### config.mk
export PLATFORM = sky130hd
export DESIGN_NAME = disp_scan
export DESIGN_NICKNAME = d
export VERILOG_FILES = /design/src/rtl/disp_pkg.sv /design/src/rtl/disp_tick.sv /design/src/rtl/disp_scan.sv
export SDC_FILE = /design/constraint.sdc
export NUM_CORES = 1
export LEC_CHECK = 0
export BUFFER_PORTS_ARGS = -buffer_cell sky130_fd_sc_hd__buf_2
export CAP_MARGIN = 0
export CORE_MARGIN = 2
export CORE_UTILIZATION = 58
export CTS_CLUSTER_DIAMETER = 40
export CTS_CLUSTER_SIZE = 10
export DETAILED_ROUTE_END_ITERATION = 8
export GPL_ROUTABILITY_DRIVEN = 0
export GPL_TIMING_DRIVEN = 0
export PLACE_DENSITY = 0.89
export SYNTH_ARGS = -nofsm -noshare
export SYNTH_HDL_FRONTEND = slang
export SYNTH_SLANG_ARGS = --single-unit
### constraint.sdc
create_clock -name clk -period 2.8 [get_ports clk]
set_input_delay 0.14 -clock clk [delete_from_list [all_inputs] [get_ports clk]]
set_output_delay 0.14 -clock clk [all_outputs]
set_load 0.01 [all_outputs]
### src/rtl/disp_pkg.sv
// Shared constants and FSM state type for the multiplexed 4-digit display scanner.
package disp_pkg;
  localparam int NDIG = 4;
  localparam int NIB_W = 4;
  localparam logic [NDIG-1:0] AN_OFF = 4'b1111;

  typedef enum logic {BLANK, DRIVE} st_t;
endpackage

### src/rtl/disp_tick.sv
// Slot prescaler and digit index; flags the last cycle of each slot and of each frame.
module disp_tick
  import disp_pkg::*;
#(
  parameter int SCAN_DIV = 100000,
  localparam int CW = (SCAN_DIV > 1) ? $clog2(SCAN_DIV) : 1
) (
  input  logic          clk,
  input  logic          rst_n,
  output logic [CW-1:0] cnt,
  output logic [1:0]    idx,
  output logic          wrap,
  output logic          bnd
);
  assign wrap = (cnt == CW'(SCAN_DIV - 1));
  assign bnd  = wrap && (idx == 2'(NDIG - 1));

  always_ff @(posedge clk or negedge rst_n) begin
    if (!rst_n) begin
      cnt <= '0;
      idx <= '0;
    end else if (wrap) begin
      cnt <= '0;
      idx <= idx + 2'd1;
    end else begin
      cnt <= cnt + 1'b1;
    end
  end
endmodule

### src/rtl/disp_scan.sv
// Tear-free multiplexed hex display scanner with anti-ghost blanking per slot.
// Optional leading-zero blanking is enabled by defining DISP_SCAN_LZB_EN.
module disp_scan
  import disp_pkg::*;
#(
  parameter int SCAN_DIV  = 100000,
  parameter int BLANK_CYC = 2000
) (
  input  logic        clk,
  input  logic        rst_n,
  input  logic        load,
  input  logic [15:0] value,
  input  logic [3:0]  dp,
  output logic [3:0]  dis,
  output logic [3:0]  an,
  output logic        dp_n,
  output logic        ack,
  output logic        frame
);
  localparam int CW = (SCAN_DIV > 1) ? $clog2(SCAN_DIV) : 1;

  logic [CW-1:0] cnt;
  logic [1:0]    idx;
  logic          wrap, bnd;

  disp_tick #(.SCAN_DIV(SCAN_DIV)) u_tick (
    .clk  (clk),
    .rst_n(rst_n),
    .cnt  (cnt),
    .idx  (idx),
    .wrap (wrap),
    .bnd  (bnd)
  );

  st_t                    st;
  logic                   pend;
  logic [NDIG*NIB_W-1:0]  pending, disp_reg;
  logic [NDIG-1:0]        pend_dp, disp_dp;
  logic [NDIG-1:0]        lz;

`ifdef DISP_SCAN_LZB_EN
  // Digit k is suppressed when it and every more-significant nibble are zero.
  assign lz[0] = 1'b0;
  for (genvar k = 1; k < NDIG; k++) begin : g_lz
    assign lz[k] = ~|disp_reg[NDIG*NIB_W-1:NIB_W*k];
  end
`else
  assign lz = '0;
`endif

  always_ff @(posedge clk or negedge rst_n) begin
    if (!rst_n) begin
      st       <= BLANK;
      pend     <= 1'b0;
      pending  <= '0;
      pend_dp  <= '0;
      disp_reg <= '0;
      disp_dp  <= '0;
      an       <= AN_OFF;
      dis      <= '0;
      dp_n     <= 1'b1;
      ack      <= 1'b0;
      frame    <= 1'b0;
    end else begin
      if (wrap)                                st <= BLANK;
      else if (cnt == CW'(BLANK_CYC - 1))      st <= DRIVE;

      // Outputs are computed from this cycle's slot position and the old frame's data.
      an    <= (st == DRIVE && !lz[idx]) ? ~(4'b0001 << idx) : AN_OFF;
      dis   <= disp_reg[{idx, 2'b00} +: NIB_W];
      dp_n  <= (st == DRIVE) ? ~disp_dp[idx] : 1'b1;
      ack   <= bnd && (load || pend);
      frame <= bnd;

      // Display contents only change at a frame boundary; a load landing there bypasses pending.
      if (bnd) begin
        pend <= 1'b0;
        if (load) begin
          disp_reg <= value;
          disp_dp  <= dp;
        end else if (pend) begin
          disp_reg <= pending;
          disp_dp  <= pend_dp;
        end
      end else if (load) begin
        pend    <= 1'b1;
        pending <= value;
        pend_dp <= dp;
      end
    end
  end
endmodule

After elaboration in Yosys (flattened, before gate mapping)
Index checks and enable logic that the tools add are counted.
{"block": "word_totals", "mem_count": 0, "regBits": 72, "romBits": 0, "latchBits": 0, "output_inout_bits": 11, "ram_bits": 0, "wordCells": 49}
{"block": "classes", "div": 0, "n_eq_ne": 3, "n_addsub": 2, "n_mux": 15, "reduce_logical": 10, "shift": 2, "mul": 0, "magnitude_cmp": 1, "bitwise": 3}
{"operator": "$mux W16", "count": 2}
{"operator": "$add A17 B1 Y17 const B", "count": 1}
{"operator": "$eq A17 B11 Y1 const B", "count": 1}
{"operator": "$eq A17 B17 Y1 const B", "count": 1}
{"operator": "$mux W17", "count": 1}
{"operator": "$shiftx A16 B5 Y4", "count": 1}
{"operator": "$mux W4", "count": 3}
{"operator": "$mux W1", "count": 7}
{"operator": "$reduce_bool A2 Y1", "count": 3}
{"operator": "$bmux W1 S2", "count": 2}
{"operator": "$not A4 Y4", "count": 1}
{"operator": "$reduce_and A2 Y1", "count": 2}
{"operator": "$shl A1 B2 Y4 const A", "count": 1}
{"operator": "$logic_and A1 B1 Y1", "count": 3}
{"operator": "$lt A2 B3 Y1 const B", "count": 1}
{"operator": "$add A2 B1 Y2 const B", "count": 1}
{"operator": "$eq A2 B2 Y1 const B", "count": 1}
{"operator": "$not A1 Y1", "count": 2}
{"operator": "$logic_not A1 Y1", "count": 1}
{"operator": "$logic_or A1 B1 Y1", "count": 1}

Logic depth before layout (Yosys ltp)
Gate-level depths: netlist of run 1.
{"block": "logic_depth", "word_depth": 5, "mapped_depth": 8}

By module
A second synthesis of run 1 with hierarchy kept.
{"block": "hier_totals", "cells_unflattened": 250, "hier_area_um2": 3240.6}
{"module": "disp_scan", "n_inst": 1, "area_each_um2": 2324.7, "cells_per_inst": 167}
{"module": "disp_tick", "n_inst": 1, "area_each_um2": 915.9, "cells_per_inst": 83}

Least setup slack after synthesis of run 1
Ideal clock, no wire load.
{"block": "synth_timing", "kind": "reg2reg", "startpoint": "register u_tick.cnt[5]", "endpoint": "register pend_dp[0]", "period_less_slack_ns": 2.158, "stages_incl_launch_ff": 7, "t_arrival_ns": 2.031, "required_ns": 2.673, "setup_ns": 0.127, "slack_ns": 0.642, "cell_sequence": "dfrtp_1 -> or4b_4 -> nor4_4 -> and3_1 -> or2b_2 -> buf_6 -> mux2_1"}
{"block": "synth_between", "elab_chain_cells": 4}
{"item": "start: declaration", "line_no": "disp_tick.sv:10", "rtl": "output logic [CW-1:0] cnt,"}
{"item": "start signal: assignment", "line_no": "disp_tick.sv:26", "rtl": "cnt <= cnt + 1'b1;"}
{"item": "$eq A17 B17 Y1", "line_no": "disp_tick.sv:15", "rtl": "assign wrap = (cnt == CW'(SCAN_DIV - 1));"}
{"item": "$logic_and A1 B1 Y1", "line_no": "disp_tick.sv:16", "rtl": "assign bnd = wrap && (idx == 2'(NDIG - 1));"}
{"item": "named net bnd", "line_no": "disp_scan.sv:24", "rtl": "logic wrap, bnd;"}
{"item": "$not A1 Y1 (no line)"}
{"item": "$reduce_and A2 Y1 (no line)"}
{"item": "end signal: assignment", "line_no": "disp_scan.sv:88", "rtl": "pend_dp <= dp;"}
{"item": "end: declaration", "line_no": "disp_scan.sv:38", "rtl": "logic [NDIG-1:0] pend_dp, disp_dp;"}
The timed path passes the listed nets, and every way through them passes these cells.
A chain may end at the register's enable or synchronous reset.

Worst setup path after layout of run 1
Same ends and word-level chain as after synthesis.

==> results of run 1 <==
## routing by layer
metal | share of wire | vias up | track usage
li1 | - | 1067 | -
met1 | 0.44 | 1166 | 0.340
met2 | 0.47 | 97 | 0.381
met3 | 0.066 | 15 | 0.0414
met4 | 0.023 | 0 | 0.107
met5 | 0 | - | 0
## kinds of logic (layout without fill, tap and decap cells)
logic type	after synthesis	after routing	synth area share
simple gates	61	61	0.112
mux	25	25	0.106
flops	72	72	0.567
buf+inv	23	73	0.0388
compound gates	64	64	0.118
xor+xnor	14	14	0.0384
fa+ha+maj	5	5	0.0196
## final timing paths
kind | from | cells after the start | endpoint | slack, ns
setup / recovery | u_tick.cnt[5] | 6 | pend_dp[0] | 0.39
hold / removal | dp[3] | 2 | pend_dp[3] | 0.02
setup reg to reg | u_tick.cnt[5] | 6 | pend_dp[0] | 0.39
hold reg to reg | st | 1 | an[2] | 0.49
max in group asynchronous | rst_n | 2 | pend_dp[0] | 1.76
min in group asynchronous | rst_n | 2 | pending[9] | 0.46
## final cells by class
class	instances	area, sq um
Fill cell	342	1550
Sequential cell	72	1810
Clock inverter	2	10.0
Buffer	13	86.3
Timing Repair Buffer	34	178
Tap cell	70	87.6
Clock buffer	14	193
Inverter	10	37.5
Multi-Input combinational cell	169	1260
## cell usage after synthesis, drive strengths merged, types with 3 or more instances
cell type,n
nand2,11
o22ai,36
nand4,8
nor2,15
a21oi,20
mux4,5
nor2b,3
buf,8
mux2,20
inv,9
nand3,7
xor2,9
o21ai,4
nor3,3
xnor2,5
clkbuf,5
dfrtp,67
ha,5
dfstp,5
## report_power, final
group / internal (W) / switching (W)
sequential: 0.00107 / 0.0000162
combinational: 0.0000381 / 0.0000485
clock: 0.000440 / 0.000361
## worst max-delay path: cells and delay by family, from the launching register on
family	cells	cell delay, ns
muxes	1	0.35
buffers and inverters	1	0.16
and+or+nand+nor	4	1.33
DFF	1	0.44
## cells in the final DEF, fill, tap and decap left out, types with 9 or more instances in the layout
| master | synthesis | final |
|---|---|---|
| dfrtp_1 | 67 | 67 |
| o22ai_1 | 36 | 36 |
| buf_2 | 3 | 35 |
| a21oi_1 | 20 | 20 |
| mux2_1 | 20 | 20 |
| nor2_1 | 15 | 15 |
| clkbuf_8 | 0 | 14 |
| nand2_1 | 11 | 11 |
| xor2_1 | 9 | 9 |
| inv_1 | 9 | 9 |
## metrics by stage
stage / power (W) / utilization / instances / instance area [sq um] / worst slack (ns)
2_1_floorplan: 0.00114 / - / 264 / 3190 / 0.642
3_3_place_gp: 0.00118 / 0.661 / 367 / 3440 / 0.478
3_5_place_dp: 0.00119 / 0.662 / 367 / 3440 / 0.430
4_1_cts: 0.00198 / 0.703 / 384 / 3660 / 0.395
5_1_grt: 0.00204 / 0.703 / 384 / 3660 / 0.295
6_report: 0.00197 / 0.703 / 384 / 3660 / 0.391
==> key figures, run 1 <==
Pwr
  • Leak Pwr: 1.70 nW
  • Peak supply drop: 0.228 mV
  • Power Dens Cells: 540 mW/mm^2

Logic synthesis
  • Dominant synthesized flop cell: dfrtp_1
  • Post-synth ARST share: 1.00
  • Post-Syn Area: 0.00319 sq mm
  • Register area share after synthesis: 0.567
  • Syn Inst Count: 264
  • Netlist cell types: 37
  • Post-Syn Area per Cell: 12.1 sq um
  • Ys Warns: 0
  • Dominant cell type by area after synthesis: dfrtp_1
  • Post-synthesis register bit count: 72
  • Syn_nets: 292
  • Top-area cell type share of the netlist area: 0.526
  • Synth top area cells: dfrtp_1 (53%), mux2_1 (7.1%), o22ai_1 (7.1%)
  • Post-synth EDFFs: 0

STA
  • RSZ-0062 raised after global routing: no
  • Setup tns final: 0 ns
  • Hold_ws: 0.0248 ns
  • Clock Skew: 0.0102 ns
  • Highest clock rate: 415 MHz
  • Setup-failing EPs final: 0
  • Worst-Margin Slew: 0.878 ns
  • Pins over their slew limit: 0
  • Final worst-path cycle share: 0.861
  • Normalized max-slew margin: 0.414
  • Fin. Hold Viols: 0
  • Fin crit period: 2.41 ns

Critical path
  • Delay of the slowest critical-path stage: 0.61 ns
  • Worst path cell trace: or4b_4 -> nor4_4 -> and3_1 -> or2b_2 -> buf_6 -> mux2_1
  • Startpoint types: flip-flop
  • Highest-delay cell along the critical path: or4b_4
  • Kind of critical path: flip-flop to flip-flop
  • Crit-path max FO: 10
  • Required time of the critical path: 3.00 ns
  • Crit. End Element: flip-flop
  • CP Data Arrival Time: 2.61 ns

Floorplanning
  • Die area: 0.00611 sq mm
  • Die Width: 78.2 microns
  • Chip Height: 78.2 microns
  • Core area: 0.00520 sq mm
  • Floorplan row count: 26
  • Starting Density: 0.613
  • Ports: 34

Drt
  • Drt first pass iters: 4
  • Vias per Instance: 6.11
  • Drt total wl: 6710 microns
  • Routed len/inst: 17.5 microns
  • Initial DRC count: 257
  • Residual DRC: 0
  • Total number of vias: 2345
  • DRT antenna net count: 0

Clock tree
  • TritonCTS clock tree: done
  • CTS Sinks: 72
  • H-tree Lvls: 3
  • CTS Buf Count: 9
  • Total setup buffers inserted after CTS: 0
  • Resized cells post-CTS: 0
  • Post-CTS Hold Fix Bufs: 1
  • Clock Path Buffers: 2
  • Worst-skew pair later-pin latency: 0.34 ns
  • CTS clk-pin slew, worst paths: 0.07 ns
  • Root buffer cell: clkbuf_8

Finish
  • Share of cells above drive strength 1: 0.232
  • Nets: 337
  • Largest register FFs: 17
  • Area Overhead vs Synth: 14.7%
  • Ant diodes: 0

Global routing
  • Tot GR Track Use: 0.244
  • Vias in the first global route: 2426
  • Pin count of the biggest net entering global routing: 73
  • Global-route wire length before repair: 11600 microns
  • Initial antenna violation count: 0
  • Grt total ovfl: 0

Hold path
  • Hold Crit Class: primary input to flip-flop

Placement
  • Dpl hpwl: 4460 microns
  • Number of port buffers: 33

Run
  • Number of max-cap violations: 0

Outcome
  • Status: completed
No activity file was read; power rests on OpenSTA's default activity.
==> run 2, diff against run 1 <==
--- a/config.mk
+++ b/config.mk
@@ -17,4 +17,5 @@
 export PLACE_DENSITY = 0.89
 export SYNTH_ARGS = -nofsm -noshare
 export SYNTH_HDL_FRONTEND = slang
+export SYNTH_HIERARCHICAL = 1
 export SYNTH_SLANG_ARGS = --single-unit
==> run 2 against run 1 <==
Against the previous run:
- first-iteration DRC count is 44% lower
- critical path depth is 1 higher
- clock skew is 0.0011 ns higher
- die area is 1.5% higher
- sequential share of layout area is 0.40 points lower
- power hardly changed
- fmax is 4.1% higher
- synthesized cell count is 5.3% lower
- utilization is 2.5 points lower
- area after synthesis is 1.6% higher
- global-route usage is 2.7 points lower
- critical endpoint is now pending[0]
==> key figures, run 2 <==
Finish
  • Most frequent cells in the layout: dfrtp_1 (67), buf_2 (34), nand2_1 (25)
  • Most common cell after layout, fill and taps aside: dfrtp_1
  • Nets: 319 (-5.3%)
  • Share of cells above drive strength 1: 0.314 (+0.0819)
  • Largest register FFs: 17 (unchanged)
  • Area Overhead vs Synth: 13.8%
  • Ant diodes: 0 (unchanged)

Logic synthesis
  • Register area share after synthesis: 0.558 (-0.00897)
  • Dominant synthesized flop cell: dfrtp_1
  • Syn Inst Count: 250 (-5.3%)
  • Post-Syn Area: 0.00324 sq mm (+1.6%)
  • Dominant cell type by area after synthesis: dfrtp_1
  • Netlist cell types: 39 (+5.4%)
  • Top-area cell type share of the netlist area: 0.517 (-0.00832)
  • Post-synth ARST share: 1.00 (unchanged)
  • Top-count cell post-synth: dfrtp_1
  • Synth top area cells: dfrtp_1 (52%), mux2_4 (9.3%), mux2i_1 (6.2%)
  • Most frequent cells after synthesis: dfrtp_1 (67), nand2_1 (25), mux2_4 (20), mux2i_1 (20), o21ai_0 (19)
  • Ys Warns: 6 (+6)
  • Post-synthesis register bit count: 72 (unchanged)
  • Post-Syn Area per Cell: 13.0 sq um (+7.3%)
  • Syn_nets: 275 (-5.8%)
  • Post-synth EDFFs: 0 (unchanged)

Drt
  • Total number of vias: 2096 (-11%)
  • Initial DRC count: 143 (-44%)
  • Drt first pass iters: 4 (unchanged)
  • Residual DRC: 0 (unchanged)
  • Routed len/inst: 16.5 microns (-5.7%)
  • Vias per Instance: 5.65 (-7.5%)
  • DRT antenna net count: 0 (unchanged)
  • Drt total wl: 6110 microns (-8.9%)

STA
  • Fin. Hold Viols: 0 (unchanged)
  • Setup tns final: 0 ns (unchanged)
  • Pins over their slew limit: 0 (unchanged)
  • Highest clock rate: 432 MHz (+4.1%)
  • Final worst-path cycle share: 0.827 (-0.0338)
  • Clock Skew: 0.0113 ns (+0.00115 ns)
  • RSZ-0062 raised after global routing: no
  • Worst-Margin Slew: 0.866 ns (-0.0119 ns)
  • Setup-failing EPs final: 0 (unchanged)
  • Fin crit period: 2.31 ns (-0.0945 ns)
  • Normalized max-slew margin: 0.422 (+0.00796)

Clock tree
  • CTS Buf Count: 9 (unchanged)
  • Root buffer cell: clkbuf_8
  • Worst-skew pair later-pin latency: 0.34 ns (about the same)
  • CTS clk-pin slew, worst paths: 0.08 ns (about the same)
  • CTS Sinks: 72 (unchanged)
  • TritonCTS clock tree: done
  • H-tree Lvls: 3 (unchanged)
  • Clock Path Buffers: 2 (unchanged)
  • Total setup buffers inserted after CTS: 0 (unchanged)

Floorplanning
  • Die Width: 78.7 microns (+0.75%)
  • Core area: 0.00544 sq mm (+4.5%)
  • Die area: 0.00620 sq mm (+1.5%)
  • Chip Height: 78.7 microns (+0.75%)
  • Floorplan row count: 27 (+3.8%)
  • Starting Density: 0.596 (-0.0169)
  • Ports: 34 (unchanged)

Critical path
  • Worst r2r src: u_tick/cnt[0]
  • CP Data Arrival Time: 2.53 ns (-0.08 ns)
  • R2R Path End: pending[0]
  • R2R setup slack: 0.49 ns (+0.09 ns)
  • Crit. End Element: flip-flop
  • Kind of critical path: flip-flop to flip-flop
  • Required time of the critical path: 3.02 ns (+0.02 ns)
  • Cell count of the worst reg-to-reg path: 7 (+1)
  • Startpoint types: flip-flop
  • Crit-path max FO: 10 (unchanged)

Global routing
  • Initial antenna violation count: 0 (unchanged)
  • Pin count of the biggest net entering global routing: 73 (unchanged)
  • Grt total ovfl: 0 (unchanged)
  • Vias in the first global route: 2146 (-12%)
  • Global-route wire length before repair: 10200 microns (-11%)
  • Tot GR Track Use: 0.217 (-0.0267)

Pwr
  • Leak Pwr: 1.76 nW (+3.3%)
  • Total power: 0.00197 W (about the same)
  • Power Dens Cells: 535 mW/mm^2 (-0.76%)
  • Peak supply drop: 0.331 mV (+45%)

Hold path
  • Worst hold stages: 2 (unchanged)
  • Hold Path Sink: pending[6]
  • Worst Hold Launch: value[6]
  • Hold Crit Class: primary input to flip-flop

Outcome
  • Status: completed

Run
  • Number of max-cap violations: 0 (unchanged)

Placement
  • Number of port buffers: 32 (-3.0%)
  • Dpl hpwl: 4020 microns (-9.8%)
-- run 2: cell count changes in the layout (fill, tap and decap cells not counted), moves of 14 or more --
| cell | delta |
|---|---|
| o22ai_1 | -35 |
| a21oi_1 | -20 |
| mux2_1 | -20 |
| mux2_4 | +20 |
| mux2i_1 | +20 |
| o21ai_0 | +15 |
| nand2_1 | +14 |
-- run 2: cells by family (layout without fill, tap and decap cells) --
kind of cell | count (synthesis) | after routing | share of synthesized area
multiplexers | 46 | 46 | 0.193
AO/OA/AOI/OAI | 22 | 22 | 0.0355
AND/OR/NAND/NOR | 76 | 76 | 0.127
XOR/XNOR | 16 | 16 | 0.0456
adder cells (fa/ha/maj) | 2 | 2 | 0.00772
buffers and inverters | 16 | 65 | 0.0340
flip-flops | 72 | 72 | 0.558
-- run 2: final cells by class --
| type | count | area [sq um] |
|---|---|---|
| Inverter | 4 | 15.0 |
| Buffer | 12 | 95.1 |
| Tap cell | 72 | 90.1 |
| Fill cell | 363 | 1750 |
| Sequential cell | 72 | 1810 |
| Clock buffer | 12 | 155 |
| Multi-Input combinational cell | 162 | 1320 |
| Timing Repair Buffer | 33 | 173 |
| Clock inverter | 4 | 28.8 |
-- run 2: how the worst max path moves through the flow --
| stage | to | start | cells past startpoint | slack [ns] |
|---|---|---|---|---|
| CTS | pend_dp[3] | u_tick/cnt[0] | 7 | 0.50 |
| global placement | pending[8] | u_tick/cnt[0] | 7 | 0.55 |
| detailed placement | pending[12] | u_tick/cnt[0] | 7 | 0.52 |
| global route | disp_reg[3] | u_tick/cnt[0] | 7 | 0.34 |
| finish | pending[0] | u_tick/cnt[0] | 7 | 0.49 |
| floorplan | pend_dp[0] | u_tick/cnt[8] | 6 | 0.79 |
-- run 2: metal layers --
| layer | routed length, microns | up-vias | track usage |
|---|---|---|---|
| met5 | 0 | - | 0 |
| met4 | 108 | 0 | 0.0965 |
| met2 | 3020 | 57 | 0.347 |
| met3 | 228 | 9 | 0.0364 |
| met1 | 2750 | 1065 | 0.296 |
| li1 | - | 965 | - |
-- run 2: what timing repair did --
| item | CTS | global route |
|---|---|---|
| gates resized for setup | 0 | 0 |
| hold endpoints to repair | 67 | 0 |
| hold buffers | 1 | 0 |
-- run 2: critical path, cell delays in order, from the launching register on --
cell	delay (ns)
dfrtp_1	0.43
ha_1	0.26
nand4_1	0.24
nor3_1	0.41
and2_1	0.31
nor2b_4	0.07
buf_6	0.17
mux2_4	0.31
-- run 2: power breakdown --
part           internal [W]  switching, W
clock network      0.000370      0.000378
logic             0.0000772     0.0000628
registers           0.00107     0.0000176
-- run 2: metrics by stage --
step	cell area (sq um)	util	instances	worst slack, ns	hold WS [ns]
CTS	3690	0.678	371	0.503	0.0387
finish	3690	0.678	371	0.485	0.0456
detailed placement	3490	0.642	354	0.523	0.310
global placement	3490	0.642	354	0.545	0.385
floorplan	3240	-	250	0.791	-0.156
global route	3690	0.678	371	0.342	0.0419
==> run 3, diff against run 2 <==
--- a/config.mk
+++ b/config.mk
@@ -8,13 +8,13 @@
 export BUFFER_PORTS_ARGS = -buffer_cell sky130_fd_sc_hd__buf_2
 export CAP_MARGIN = 0
 export CORE_MARGIN = 2
-export CORE_UTILIZATION = 58
+export CORE_UTILIZATION = 52
 export CTS_CLUSTER_DIAMETER = 40
 export CTS_CLUSTER_SIZE = 10
 export DETAILED_ROUTE_END_ITERATION = 8
 export GPL_ROUTABILITY_DRIVEN = 0
 export GPL_TIMING_DRIVEN = 0
-export PLACE_DENSITY = 0.89
+export PLACE_DENSITY = 0.85
 export SYNTH_ARGS = -nofsm -noshare
 export SYNTH_HDL_FRONTEND = slang
 export SYNTH_HIERARCHICAL = 1
==> constraint.sdc (replaced) <==
create_clock -name clk -period 1.9 [get_ports clk]
set_input_delay 0.095 -clock clk [delete_from_list [all_inputs] [get_ports clk]]
set_output_delay 0.095 -clock clk [all_outputs]
set_load 0.01 [all_outputs]
==> run 3 against run 2 <==
Against the previous run:
- the run now ends with negative hold slack, negative setup slack left
- wire length up 11%
- via count increased by 3.6%
- clock power up 59%
- design area increased by 6.7%
- sequential power rose by 47%
- first-iteration DRC count decreased by 0.70%
- global-route usage shrank 1.9 points
- register-to-register slack lost 0.56 ns
- fmax up 17%
- critical path depth did not move
- count of clock-buffer cells in the layout grew 2
- combinational power up 59%
- largest cell class unchanged
- highest routed layer unchanged
==> key figures, run 3 (synthesized netlist as in run 2, its figures left out) <==
Critical path
  • Critical Path Source: u_tick/cnt[6]
  • R2R Path End: pending[11]
  • Kind of critical path: flip-flop to flip-flop
  • Required time of the critical path: 2.13 ns (-0.89 ns)
  • R2R setup slack: -0.08 ns (-0.56 ns)
  • Cell count of the worst reg-to-reg path: 7 (unchanged)
  • Worst r2r src: u_tick/cnt[6]
  • Crit. End Element: flip-flop
  • Startpoint types: flip-flop
  • Crit-path max FO: 10 (unchanged)
  • CP Data Arrival Time: 2.21 ns (-0.32 ns)

Clock tree
  • Clock Path Buffers: 2 (unchanged)
  • CTS clk-pin slew, worst paths: 0.07 ns (about the same)
  • Worst-skew pair later-pin latency: 0.35 ns (about the same)
  • CTS Buf Count: 9 (unchanged)
  • CTS Sinks: 72 (unchanged)
  • Root buffer cell: clkbuf_8
  • H-tree Lvls: 3 (unchanged)
  • TritonCTS clock tree: done

Global routing
  • Pin count of the biggest net entering global routing: 73 (unchanged)
  • Global-route wire length before repair: 10700 microns (+4.1%)
  • Vias in the first global route: 2141 (-0.23%)
  • Initial antenna violation count: 0 (unchanged)
  • Grt total ovfl: 0 (unchanged)
  • Tot GR Track Use: 0.198 (-0.0191)

STA
  • RSZ-0062 raised after global routing: yes
  • Clock Skew: 0.00904 ns (-0.00226 ns)
  • Final worst-path cycle share: 1.04 (+0.213)
  • Worst-Margin Slew: 0.850 ns (-0.0161 ns)
  • Fin. Hold Viols: 4 (+4)
  • Normalized max-slew margin: 0.433 (+0.0107)
  • Hold_ws: -0.00374 ns (-0.0493 ns)
  • Setup-failing EPs final: 22 (+22)
  • Worst Slack Setup Final: -0.0761 ns (-0.561 ns)
  • Fin crit period: 1.98 ns (-0.339 ns)
  • Pins over their slew limit: 0 (unchanged)
  • Highest clock rate: 506 MHz (+17%)

Drt
  • Initial DRC count: 142 (-0.70%)
  • Total number of vias: 2172 (+3.6%)
  • Routed len/inst: 17.2 microns (+4.7%)
  • Residual DRC: 0 (unchanged)
  • DRT antenna net count: 0 (unchanged)
  • Drt first pass iters: 4 (unchanged)
  • Vias per Instance: 5.54 (-1.9%)
  • Drt total wl: 6760 microns (+11%)

Finish
  • Ant diodes: 0 (unchanged)
  • Share of cells above drive strength 1: 0.379 (+0.0642)
  • Most common cell after layout, fill and taps aside: dfrtp_1
  • # fillers: 438 (+21%)
  • Largest register FFs: 17 (unchanged)
  • Area Overhead vs Synth: 21.4%
  • Fin area: 0.00393 sq mm (+6.7%)
  • Most frequent cells in the layout: dfrtp_1 (60), buf_2 (31), nand2_1 (25)
  • Nets: 337 (+5.6%)

Pwr
  • Internal: 0.00235 W (+55%)
  • Peak supply drop: 0.523 mV (+58%)
  • Clock power frac: 0.395 (+0.016)
  • Leak Pwr: 1.89 nW (+7.7%)
  • Comb power frac: 0.074 (+0.003)
  • Total power: 0.00301 W (+53%)
  • Sequential power share: 0.531 (-0.019)
  • Power Dens Cells: 766 mW/mm^2 (+43%)
  • Switch share: 0.221 (-0.0115)
  • NetSw: 0.000664 W (+45%)

Hold path
  • Hold Crit Class: primary input to flip-flop
  • Hold Path Sink: pending[14]
  • Worst Hold Launch: value[14]
  • Worst hold stages: 2 (unchanged)

Placement
  • Placed Area: 0.00350 sq mm (+0.32%)
  • Dpl hpwl: 4260 microns (+6.0%)
  • Number of port buffers: 32 (unchanged)

Outcome
  • Failing checks: negative hold slack, negative setup slack
  • Status: complete, but fails checks

Floorplanning
  • Chip Height: 82.9 microns (+5.3%)
  • Floorplan row count: 28 (+3.7%)
  • Starting Density: 0.544 (-0.0517)
  • Ports: 34 (unchanged)
  • Die Width: 82.9 microns (+5.3%)
  • Die area: 0.00688 sq mm (+11%)
  • Core area: 0.00596 sq mm (+9.5%)

Run
  • Number of max-cap violations: 0 (unchanged)
run 3: worst max path at each step:
stage	end	slack, ns
floorplan	pend_dp[0]	0.009
global placement	pending[9]	-0.20
detailed placement	pending[11]	-0.29
CTS	pending[11]	-0.05
global route	pending[11]	-0.10
finish	pending[11]	-0.08
run 3: power by group through the flow:
stage	combinational, W	sequential (W)	clock (W)
after floorplan	0.000129	0.00162	0
after global placement	0.000200	0.00162	0
after detailed placement	0.000207	0.00163	0
after CTS	0.000225	0.00160	0.00120
after global routing	0.000244	0.00160	0.00126
final	0.000223	0.00160	0.00119
run 3: routing by layer:
metal | up-vias | share of wire | global-route usage
met1 | 1090 | 0.41 | 0.256
li1 | 1008 | - | -
met5 | - | 0 | 0
met2 | 66 | 0.52 | 0.315
met3 | 8 | 0.054 | 0.0437
met4 | 0 | 0.016 | 0.103
run 3: critical path, stage by stage, from the launching register on:
cell and delay [ns]:
dfrtp_2 0.41, and4bb_1 0.27, nand4_1 0.20, nor3_4 0.25, and2_4 0.21, nor2b_4 0.06
buf_12 0.15, mux2_4 0.30
run 3: layout make-up:
class                   instances  area [sq um]  share of cell area
flip-flops and latches         72          1820               0.462
multi-input cells             162          1350               0.342
repair buffers                 51           320              0.0815
clock buffers                  14           193              0.0490
plain buffers                  12           138              0.0350
well taps                      75          93.8              0.0239
inverters                       4          15.0             0.00382
clock inverters                 2          10.0             0.00255
run 3: timing repair:
item	4_1_cts	5_1_grt
hold endpoints to repair	72	0
setup endpoints to repair	41	40
buffers inserted	6	7
hold buffers	6	0
gates resized for setup	13	22
pin swaps	2	2
run 3: per-stage QoR:
step                setup TNS (ns)  utilization  setup WS [ns]  hold slack (ns)  instances
CTS                         -0.779        0.646        -0.0522         0.000886        385
global route                 -2.31        0.660         -0.105          0.00345        392
global placement             -5.96        0.588         -0.199            0.341        357
finish                       -1.27        0.660        -0.0761         -0.00374        392
floorplan                        0            -        0.00875           -0.201        250
detailed placement           -9.47        0.588         -0.287            0.269        357
